===== src/rtl/uart_rx.sv =====
// 8N1-style UART receiver: 2-flop synced rx, mid-bit sampling on OVERSAMPLE ticks, no backpressure.
// Latency: 2 clk sync + (OVERSAMPLE/2 + DATA_BITS*OVERSAMPLE + OVERSAMPLE) ticks + 1 clk to rx_valid/frame_err.
module uart_rx #(
  parameter int DATA_BITS  = 8,
  parameter int OVERSAMPLE = 16
) (
  input  logic                 clk,
  input  logic                 reset_n,
  input  logic                 tick,
  input  logic                 rx,
  output logic [DATA_BITS-1:0] rx_data,
  output logic                 rx_valid,
  output logic                 frame_err,
  output logic                 busy
);

  localparam int TW = $clog2(OVERSAMPLE);
  localparam int BW = (DATA_BITS > 1) ? $clog2(DATA_BITS) : 1;

  localparam logic [1:0] S_IDLE  = 2'd0;
  localparam logic [1:0] S_START = 2'd1;
  localparam logic [1:0] S_DATA  = 2'd2;
  localparam logic [1:0] S_STOP  = 2'd3;

  localparam logic [TW-1:0] T_HALF = TW'(OVERSAMPLE / 2 - 1);
  localparam logic [TW-1:0] T_FULL = TW'(OVERSAMPLE - 1);
  localparam logic [BW-1:0] B_LAST = BW'(DATA_BITS - 1);

  logic                 rx_meta_q, rx_s_q;
  logic [1:0]           state_q, state_d;
  logic [TW-1:0]        tick_cnt_q, tick_cnt_d;
  logic [BW-1:0]        bit_cnt_q, bit_cnt_d;
  logic [DATA_BITS-1:0] shift_q, shift_d;
  logic [DATA_BITS-1:0] rx_data_q, rx_data_d;
  logic                 rx_valid_d, rx_valid_q;
  logic                 frame_err_d, frame_err_q;

  always_ff @(posedge clk or negedge reset_n) begin
    if (!reset_n) begin
      rx_meta_q <= 1'b1;
      rx_s_q    <= 1'b1;
    end else begin
      rx_meta_q <= rx;
      rx_s_q    <= rx_meta_q;
    end
  end

  always_comb begin
    state_d     = state_q;
    tick_cnt_d  = tick_cnt_q;
    bit_cnt_d   = bit_cnt_q;
    shift_d     = shift_q;
    rx_data_d   = rx_data_q;
    rx_valid_d  = 1'b0;
    frame_err_d = 1'b0;
    if (tick) begin
      case (state_q)
        S_IDLE: begin
          if (!rx_s_q) begin
            state_d    = S_START;
            tick_cnt_d = '0;
          end
        end
        S_START: begin
          if (tick_cnt_q == T_HALF) begin
            tick_cnt_d = '0;
            bit_cnt_d  = '0;
            // A high line at mid start bit was only a glitch
            state_d    = rx_s_q ? S_IDLE : S_DATA;
          end else begin
            tick_cnt_d = tick_cnt_q + TW'(1);
          end
        end
        S_DATA: begin
          if (tick_cnt_q == T_FULL) begin
            shift_d    = {rx_s_q, shift_q[DATA_BITS-1:1]};
            tick_cnt_d = '0;
            bit_cnt_d  = bit_cnt_q + BW'(1);
            if (bit_cnt_q == B_LAST) state_d = S_STOP;
          end else begin
            tick_cnt_d = tick_cnt_q + TW'(1);
          end
        end
        default: begin
          // Leave at mid stop bit so the next start edge is never missed
          if (tick_cnt_q == T_FULL) begin
            state_d    = S_IDLE;
            tick_cnt_d = '0;
            if (rx_s_q) begin
              rx_data_d  = shift_q;
              rx_valid_d = 1'b1;
            end else begin
              frame_err_d = 1'b1;
            end
          end else begin
            tick_cnt_d = tick_cnt_q + TW'(1);
          end
        end
      endcase
    end
  end

  always_ff @(posedge clk or negedge reset_n) begin
    if (!reset_n) begin
      state_q     <= S_IDLE;
      tick_cnt_q  <= '0;
      bit_cnt_q   <= '0;
      shift_q     <= '0;
      rx_data_q   <= '0;
      rx_valid_q  <= 1'b0;
      frame_err_q <= 1'b0;
    end else begin
      state_q     <= state_d;
      tick_cnt_q  <= tick_cnt_d;
      bit_cnt_q   <= bit_cnt_d;
      shift_q     <= shift_d;
      rx_data_q   <= rx_data_d;
      rx_valid_q  <= rx_valid_d;
      frame_err_q <= frame_err_d;
    end
  end

  assign rx_data   = rx_data_q;
  assign rx_valid  = rx_valid_q;
  assign frame_err = frame_err_q;
  assign busy      = (state_q != S_IDLE);

endmodule


===== config.mk =====
export PLATFORM = sky130hd
export DESIGN_NAME = uart_rx
export DESIGN_NICKNAME = d
export VERILOG_FILES = /design/src/rtl/uart_rx.sv
export SDC_FILE = /design/constraint.sdc
export NUM_CORES = 1
export LEC_CHECK = 0
export ABC_CLOCK_PERIOD_IN_PS = 4270
export BUFFER_PORTS_ARGS = -buffer_cell sky130_fd_sc_hd__buf_2
export CAP_MARGIN = 15
export CELL_PAD_IN_SITES_DETAIL_PLACEMENT = 0
export CELL_PAD_IN_SITES_GLOBAL_PLACEMENT = 1
export CORE_MARGIN = 2
export CORE_UTILIZATION = 30
export CTS_CLUSTER_SIZE = 30
export DETAILED_ROUTE_END_ITERATION = 7
export PLACE_DENSITY_LB_ADDON = 0.1
export SYNTH_ARGS = -nofsm -noshare
export SYNTH_HDL_FRONTEND = slang
export SYNTH_SLANG_ARGS = --single-unit
export TNS_END_PERCENT = 20

===== constraint.sdc =====
create_clock -name clk -period 4.27 [get_ports clk]
set_clock_uncertainty 0.2 [all_clocks]
set_input_delay 1.281 -clock clk [delete_from_list [all_inputs] [get_ports clk]]
set_output_delay 1.281 -clock clk [all_outputs]
set_load 0.01 [all_outputs]

==> metrics.md, run 1 <==
| Metric | Value |
|---|---|
| Worst Hold Class | flip-flop to flip-flop |
| Clock Pin Slew Worst Setup and Hold Paths | 60 ps |
| Via count | 830 |
| Final WL | 2.38 mm |
| Area contributors post-synth | dfrtp_1 52%, mux2_2 14%, dfstp_2 4.1%, ha_1 2.9%, o21ai_0 2.3% |
| Die area | 0.00487 mm² |
| CTS tree | built |
| Crit path DAT | 1340 ps |
| Postcts setup bufs | 0 |
| Dpl hpwl | 1.63 mm |
| Syn Area/Cell | 12.8 µm² |
| Number of synthesis warnings | 0 |
| Cell row count | 23 |
| Clk_lat worst skew | 270 ps |
| Hold-fix buffers, CTS | 0 |
| Core Region | 0.00409 mm² |
| TritonCTS Buffers | 5 |
| Setup Crit Path Kind | flip-flop to output pin |
| Antenna diodes | 0 |
| Power Total | 0.726 mW |
| FMAX | 355 MHz |
| Seq/Total Area, Yosys | 56.1% |
| Post-synth top area cell | dfrtp_1 |
| Initial core utilization | 31.8% |
| Combinational share of power | 20.9% |
| Routed WL per cell | 14.2 µm |
| Pin count of the biggest net entering global routing | 30 |
| Buffers on Ports | 14 |
| Number of fill cells in the layout | 426 |
| CP Max Fanout | 12 |
| Synthesized area | 0.00130 mm² |
| Util after Layout | 36.5% |
| Post-route clock period utilization | 66.0% |
| Iter 0 DRT Violations | 34 |
| Mux cell area share after synthesis | 13.9% |
| Grt ovf | 0 |
| Cell area after placement | 0.00141 mm² |
| Post-cts sizing count | 0 |
| DRT antenna net count | 0 |
| R2r startpoint | tick_cnt_q[0] |
| Critical path startpoint category | flip-flop |
| Hold Fails Final Rpt | 0 |
| Synth Register Bits | 29 |
| Switch share | 32.4% |
| VDD IR-drop max | 0.225 mV |
| Vias in the first global route | 880 |
| FFs w/ async S/R, synth | 100% |
| RR Endpoint | shift_q[4] |
| Fraction of layout instances using a drive strength above 1 | 36.4% |
| Nature of the critical path endpoint | output pin |
| Placer Congestion | 0.648 |
| Slew Limit Fails | 0 |
| # DRC | 0 |
| Int Pwr | 0.491 mW |
| R2r setup slk | 2260 ps |
| Die X-Extent | 69.8 µm |
| Post-Syn Nets | 108 |
| DR vias/cell | 4.94 |
| # IOs | 15 |
| Nets | 124 |
| Gr usage total | 11.3% |
| Clock share of power | 29.0% |
| Unique cell type count in the Yosys netlist | 36 |
| Max-cap violations | 0 |
| Synth-to-Final Area Change | 14.9% |
| Post-Synth Adder-Cell Area | 2.89% |
| Clk buf depth | 2 |
| First-pass GRT wire length | 4.27 mm |
| Reg power frac | 50.1% |
| Worst Max-Slew Pin Slew | 637 ps |
| Number of synthesized flops with an enable pin | 0 |
| Reg2Reg Depth | 4 |
| Combinational family with the most area after synthesis | multiplexers |
| Unrepaired setup endpoints after global routing | false |
| Hold_sp | rx_meta_q |
| Root Driver | clkbuf_8 |
| Simple-gate share of the synthesized area | 13.0% |
| Mapped Cells | 101 |
| H-Tree Depth | 2 |
| TNS Setup | 0 ps |
| Die height | 69.8 µm |
| Run status | finished, final reports clean |
| Yosys top cell area share | 52.1% |
| Power density cells | 487 mW/mm² |
| WHS Endpoint | rx_s_q |
| Worst EP required | 2790 ps |
| Synth Flop Type | dfrtp_1 |
| Commonest cells post-synth | 27 x dfrtp_1, 16 x mux2_2, 6 x nand2_1, 6 x o21ai_0 |
| Post-synthesis xor/xnor area fraction | 0% |
| Setup violations, final | 0 |
| P_leak | 0.733 nW |
| Initial antenna violation count | 0 |
| Switching pwr | 0.235 mW |
| Final worst path period need | 2820 ps |
| Post-layout instance area | 0.00149 mm² |
| Post-route insts no fill | 168 |
| Worst Hold Depth | 0 |
| Pre-Repair DR Iteration Count | 4 |
| Placed Cells | 160 |
| Fraction of the mapped netlist area in compound gates | 11.3% |
| Count leader, synth | dfrtp_1 |
| Clock Sinks | 29 |
| Slew headroom | 57.5% |
-- registers in the layout, indices dropped and copies added (netlist names) --
signal,count
rx_data,8
shift_q,8
tick_cnt_q,4
bit_cnt_q,3
state_q,2
frame_err,1
rx_meta_q,1
rx_s_q,1
rx_valid,1
-- worst max-delay path, cell delays in order (launching register included) --
cell and delay (ps):
dfrtp_1 510, or2_2 400, buf_2 160
-- per-layer routing --
metal  vias to the layer above  global-route usage [%]  wire (µm)
li1                        401                       -          -
met1                       415                    15.2       1180
met2                         9                    16.2       1100
met3                         5                    3.20         62
met4                         0                    6.41         47
met5                         -                       0          0
-- final cells by class --
cell class              count  area, µm²  area share [%]
well taps                  50       62.6            4.19
inverters                   4       15.0            1.01
flip-flops and latches     29        728            48.8
clock buffers               6       72.6            4.87
multi-input cells          63        533            35.7
clock inverters             2       10.0           0.671
repair buffers             14       70.1            4.70
-- how the worst max path moves through the flow --
stage	start	endpoint	slack, ps
2_1_floorplan	tick	shift_q[0]	1870
3_3_place_gp	tick	shift_q[5]	1480
3_5_place_dp	tick	shift_q[4]	1460
4_1_cts	state_q[1]	busy	1440
5_1_grt	state_q[1]	busy	1390
6_report	state_q[1]	busy	1450
-- cell usage in the layout (no fill, tap or decap), types with 2 or more instances in the layout --
master    count
ha_1          3
clkinv_2      2
clkbuf_8      5
nor2_1        2
dfrtp_1      27
buf_2        14
o31ai_1       2
nand3_1       4
o21ai_0       6
dfstp_2       2
inv_1         4
nand2_1       6
mux2_2       16
-- stage by stage --
step / worst slack, ps / hold slack, ps
finish: 1450 / 162
CTS: 1440 / 164
floorplan: 1870 / 145
global route: 1390 / 171
global placement: 1480 / 149
detailed placement: 1460 / 148
-- cells by family (layout without fill, tap and decap cells) --
family,count (synthesis),after routing
AO/OA/AOI/OAI,19,19
adder cells (fa/ha/maj),3,3
buffers and inverters,9,26
flip-flops,29,29
multiplexers,16,16
AND/OR/NAND/NOR,25,25
-- power by group through the flow --
stage | registers [mW] | logic [mW] | clock network, mW
floorplan | 0.334 | 0.145 | 0
global placement | 0.367 | 0.151 | 0
detailed placement | 0.367 | 0.153 | 0
CTS | 0.363 | 0.153 | 0.224
global route | 0.371 | 0.176 | 0.238
finish | 0.364 | 0.151 | 0.211
No activity file was read; power rests on OpenSTA's default activity.
==> run 2: changes to the inputs <==
- ABC_AREA: not set -> 1
- ABC_CLOCK_PERIOD_IN_PS: 4270 -> 2700
- clock period: 4.27 -> 2.7 ns (I/O delays scaled with it)
==> run 2 against run 1 <==
  * First-iteration DRC count grew 24%
  * Sequential power increased by 53%
  * Global-route usage down 0.18 points
  * Synthesized area grew 1.8%
  * Sequential cell count unchanged
  * Critical path depth increased by 1
  * Synthesized cell count increased by 43%
  * Combinational power grew 85%
  * Register-to-register slack got worse by 1400 ps
  * Final cell count grew 27%
  * Non-clock buffer count stayed put
==> metrics.md, run 2 <==
| Metric | Value |
|---|---|
| Yosys top cell area share | 51.1% (-0.94 points) |
| Seq/Total Area, Yosys | 55.1% (-1.0 points) |
| Gr usage total | 11.1% (-0.18 points) |
| Buffers on Ports | 14 (unchanged) |
| Commonest cells post-synth | 41 x nand2_1, 27 x dfrtp_1, 15 x inv_1 |
| Synth Register Bits | 29 (unchanged) |
| Clock share of power | 29.7% (+0.7 points) |
| Die area | 0.00495 mm² (+1.7%) |
| Slew Limit Fails | 0 (unchanged) |
| Switching pwr | 0.393 mW (+67%) |
| Fraction of layout instances using a drive strength above 1 | 23.5% (-13 points) |
| Mapped Cells | 144 (+43%) |
| Synth-to-Final Area Change | 14.2% |
| Syn Area/Cell | 9.18 µm² (-29%) |
| Clk_lat worst skew | 270 ps (about the same) |
| Pin count of the biggest net entering global routing | 30 (unchanged) |
| P_leak | 0.771 nW (+5.2%) |
| Grt ovf | 0 (unchanged) |
| Unique cell type count in the Yosys netlist | 21 (-42%) |
| Nature of the critical path endpoint | output pin |
| Number of fill cells in the layout | 451 (+5.9%) |
| Post-Syn Nets | 151 (+40%) |
| Worst EP required | 1690 ps (-1100 ps) |
| DR vias/cell | 4.36 (-12%) |
| Reg power frac | 46.7% (-3.4 points) |
| Int Pwr | 0.796 mW (+62%) |
| Setup violations, final | 0 (unchanged) |
| Iter 0 DRT Violations | 42 (+24%) |
| CTS tree | built |
| Post-route clock period utilization | 79.9% |
| Most frequent cells in the layout | 41 x nand2_1, 27 x dfrtp_1, 15 x inv_1 |
| Die X-Extent | 70.4 µm (+0.86%) |
| Dpl hpwl | 1.68 mm (+3.0%) |
| Number of synthesis warnings | 0 (unchanged) |
| Slew headroom | 56.1% (-1.4 points) |
| Commonest non-fill, non-tap cell in the layout | nand2_1 |
| Hold-fix buffers, CTS | 0 (unchanged) |
| Initial core utilization | 30.8% (-0.98 points) |
| Die height | 70.4 µm (+0.86%) |
| Final worst path period need | 2160 ps |
| Routed WL per cell | 11.1 µm (-22%) |
| DRT antenna net count | 0 (unchanged) |
| Switch share | 33.1% (+0.68 points) |
| CP Max Fanout | 5 (-7) |
| Final WL | 2.37 mm (-0.67%) |
| Worst Hold Class | flip-flop to flip-flop |
| Core Region | 0.00429 mm² (+5.1%) |
| Via count | 932 (+12%) |
| Number of synthesized flops with an enable pin | 0 (unchanged) |
| Area contributors post-synth | dfrtp_1 51%, nand2_1 12%, nand3_1 4.5%, inv_1 4.3%, dfstp_2 4.0% |
| Root Driver | clkbuf_8 |
| Worst Hold Depth | 0 (unchanged) |
| VDD IR-drop max | 0.252 mV (+12%) |
| Synthesized area | 0.00132 mm² (+1.8%) |
| Hold Fails Final Rpt | 0 (unchanged) |
| First-pass GRT wire length | 4.17 mm (-2.4%) |
| Synth Flop Type | dfrtp_1 |
| FMAX | 463 MHz |
| Cell row count | 24 (+4.3%) |
| Post-synth top area cell | dfrtp_1 |
| H-Tree Depth | 2 (unchanged) |
| Pre-Repair DR Iteration Count | 4 (unchanged) |
| Power density cells | 788 mW/mm² (+62%) |
| Max-cap violations | 0 (unchanged) |
| Setup Crit Path Kind | flip-flop to output pin |
| Clk buf depth | 2 (unchanged) |
| TNS Setup | 0 ps (unchanged) |
| Postcts setup bufs | 0 (unchanged) |
| FFs w/ async S/R, synth | 100% (unchanged) |
| Unrepaired setup endpoints after global routing | false |
| Placer Congestion | 0.764 (+18%) |
| Final Hold Slack | 158 ps (-3.90 ps) |
| Combinational share of power | 23.6% (+2.7 points) |
| Worst Max-Slew Pin Slew | 658 ps (+21.1 ps) |
| TritonCTS Buffers | 5 (unchanged) |
| # DRC | 0 (unchanged) |
| Vias in the first global route | 914 (+3.9%) |
| Antenna diodes | 0 (unchanged) |
| Count leader, synth | nand2_1 |
| # IOs | 15 (unchanged) |
| Reg2Reg Depth | 6 (+2) |
| Post-cts sizing count | 0 (unchanged) |
| Nets | 169 (+36%) |
| Run status | finished, final reports clean |
| Clock Pin Slew Worst Setup and Hold Paths | 60 ps (about the same) |
| Initial antenna violation count | 0 (unchanged) |
| Crit path DAT | 1150 ps (-190 ps) |
| Clock Sinks | 29 (unchanged) |
| Critical path startpoint category | flip-flop |
## run 2: cell count changes after synthesis, moves of 6 or more
cell and change:
inv_1 +11, mux2_2 -16, nand3_1 +8, nand2_1 +35, o21ai_2 +6, o21ai_1 +7
nor2_1 +9
## run 2: cells by family after synthesis
logic type	Yosys count	synth area share, %
simple gates	73	25.6
flops	29	55.1
buf+inv	20	7.39
compound gates	19	9.09
fa+ha+maj	3	2.84
## run 2: through the flow
stage	setup WS (ps)	instance area, µm²	power (mW)	util [%]	instances
floorplan	1010	1320	0.771	-	144
global placement	646	1420	0.849	33.1	207
detailed placement	576	1420	0.846	33.1	207
CTS	517	1510	1.21	35.1	214
global route	447	1510	1.29	35.1	214
finish	542	1510	1.19	35.1	214
## run 2: per-layer routing
layer	routed length [µm]	vias up	global-route usage, %
met4	17	0	5.13
met1	1230	424	14.9
met5	0	-	0
li1	-	491	-
met2	1010	15	15.3
met3	114	2	4.91
## run 2: final cells by class
class / instances / area (µm²) / area share (%)
sequential: 29 / 728 / 48.3
tap: 52 / 65.1 / 4.31
clock buffer: 7 / 86.3 / 5.72
timing repair buffer: 14 / 70.1 / 4.64
inverter: 17 / 63.8 / 4.23
multi-input combinational: 95 / 495 / 32.8
## run 2: worst paths after layout
path                                     from             to  slack [ps]
worst max-delay path               state_q[1]           busy         540
worst min register to register      rx_meta_q         rx_s_q         160
worst min-delay path                rx_meta_q         rx_s_q         160
worst max register to register  tick_cnt_q[1]     shift_q[6]         870
min in group asynchronous             reset_n  tick_cnt_q[0]         370
max in group asynchronous             reset_n     shift_q[3]        1510
## run 2: worst max-delay path: stages, from the launching register on
cell,delay [ps]
dfrtp_1,420
nor2_1,210
inv_1,100
buf_2,150
## run 2: power groups by stage
stage               combinational (mW)  clock [mW]  sequential (mW)
CTS                              0.285       0.370            0.555
finish                           0.280       0.353            0.556
global route                     0.330       0.399            0.566
floorplan                        0.221           0            0.551
detailed placement               0.284           0            0.561
global placement                 0.285           0            0.564
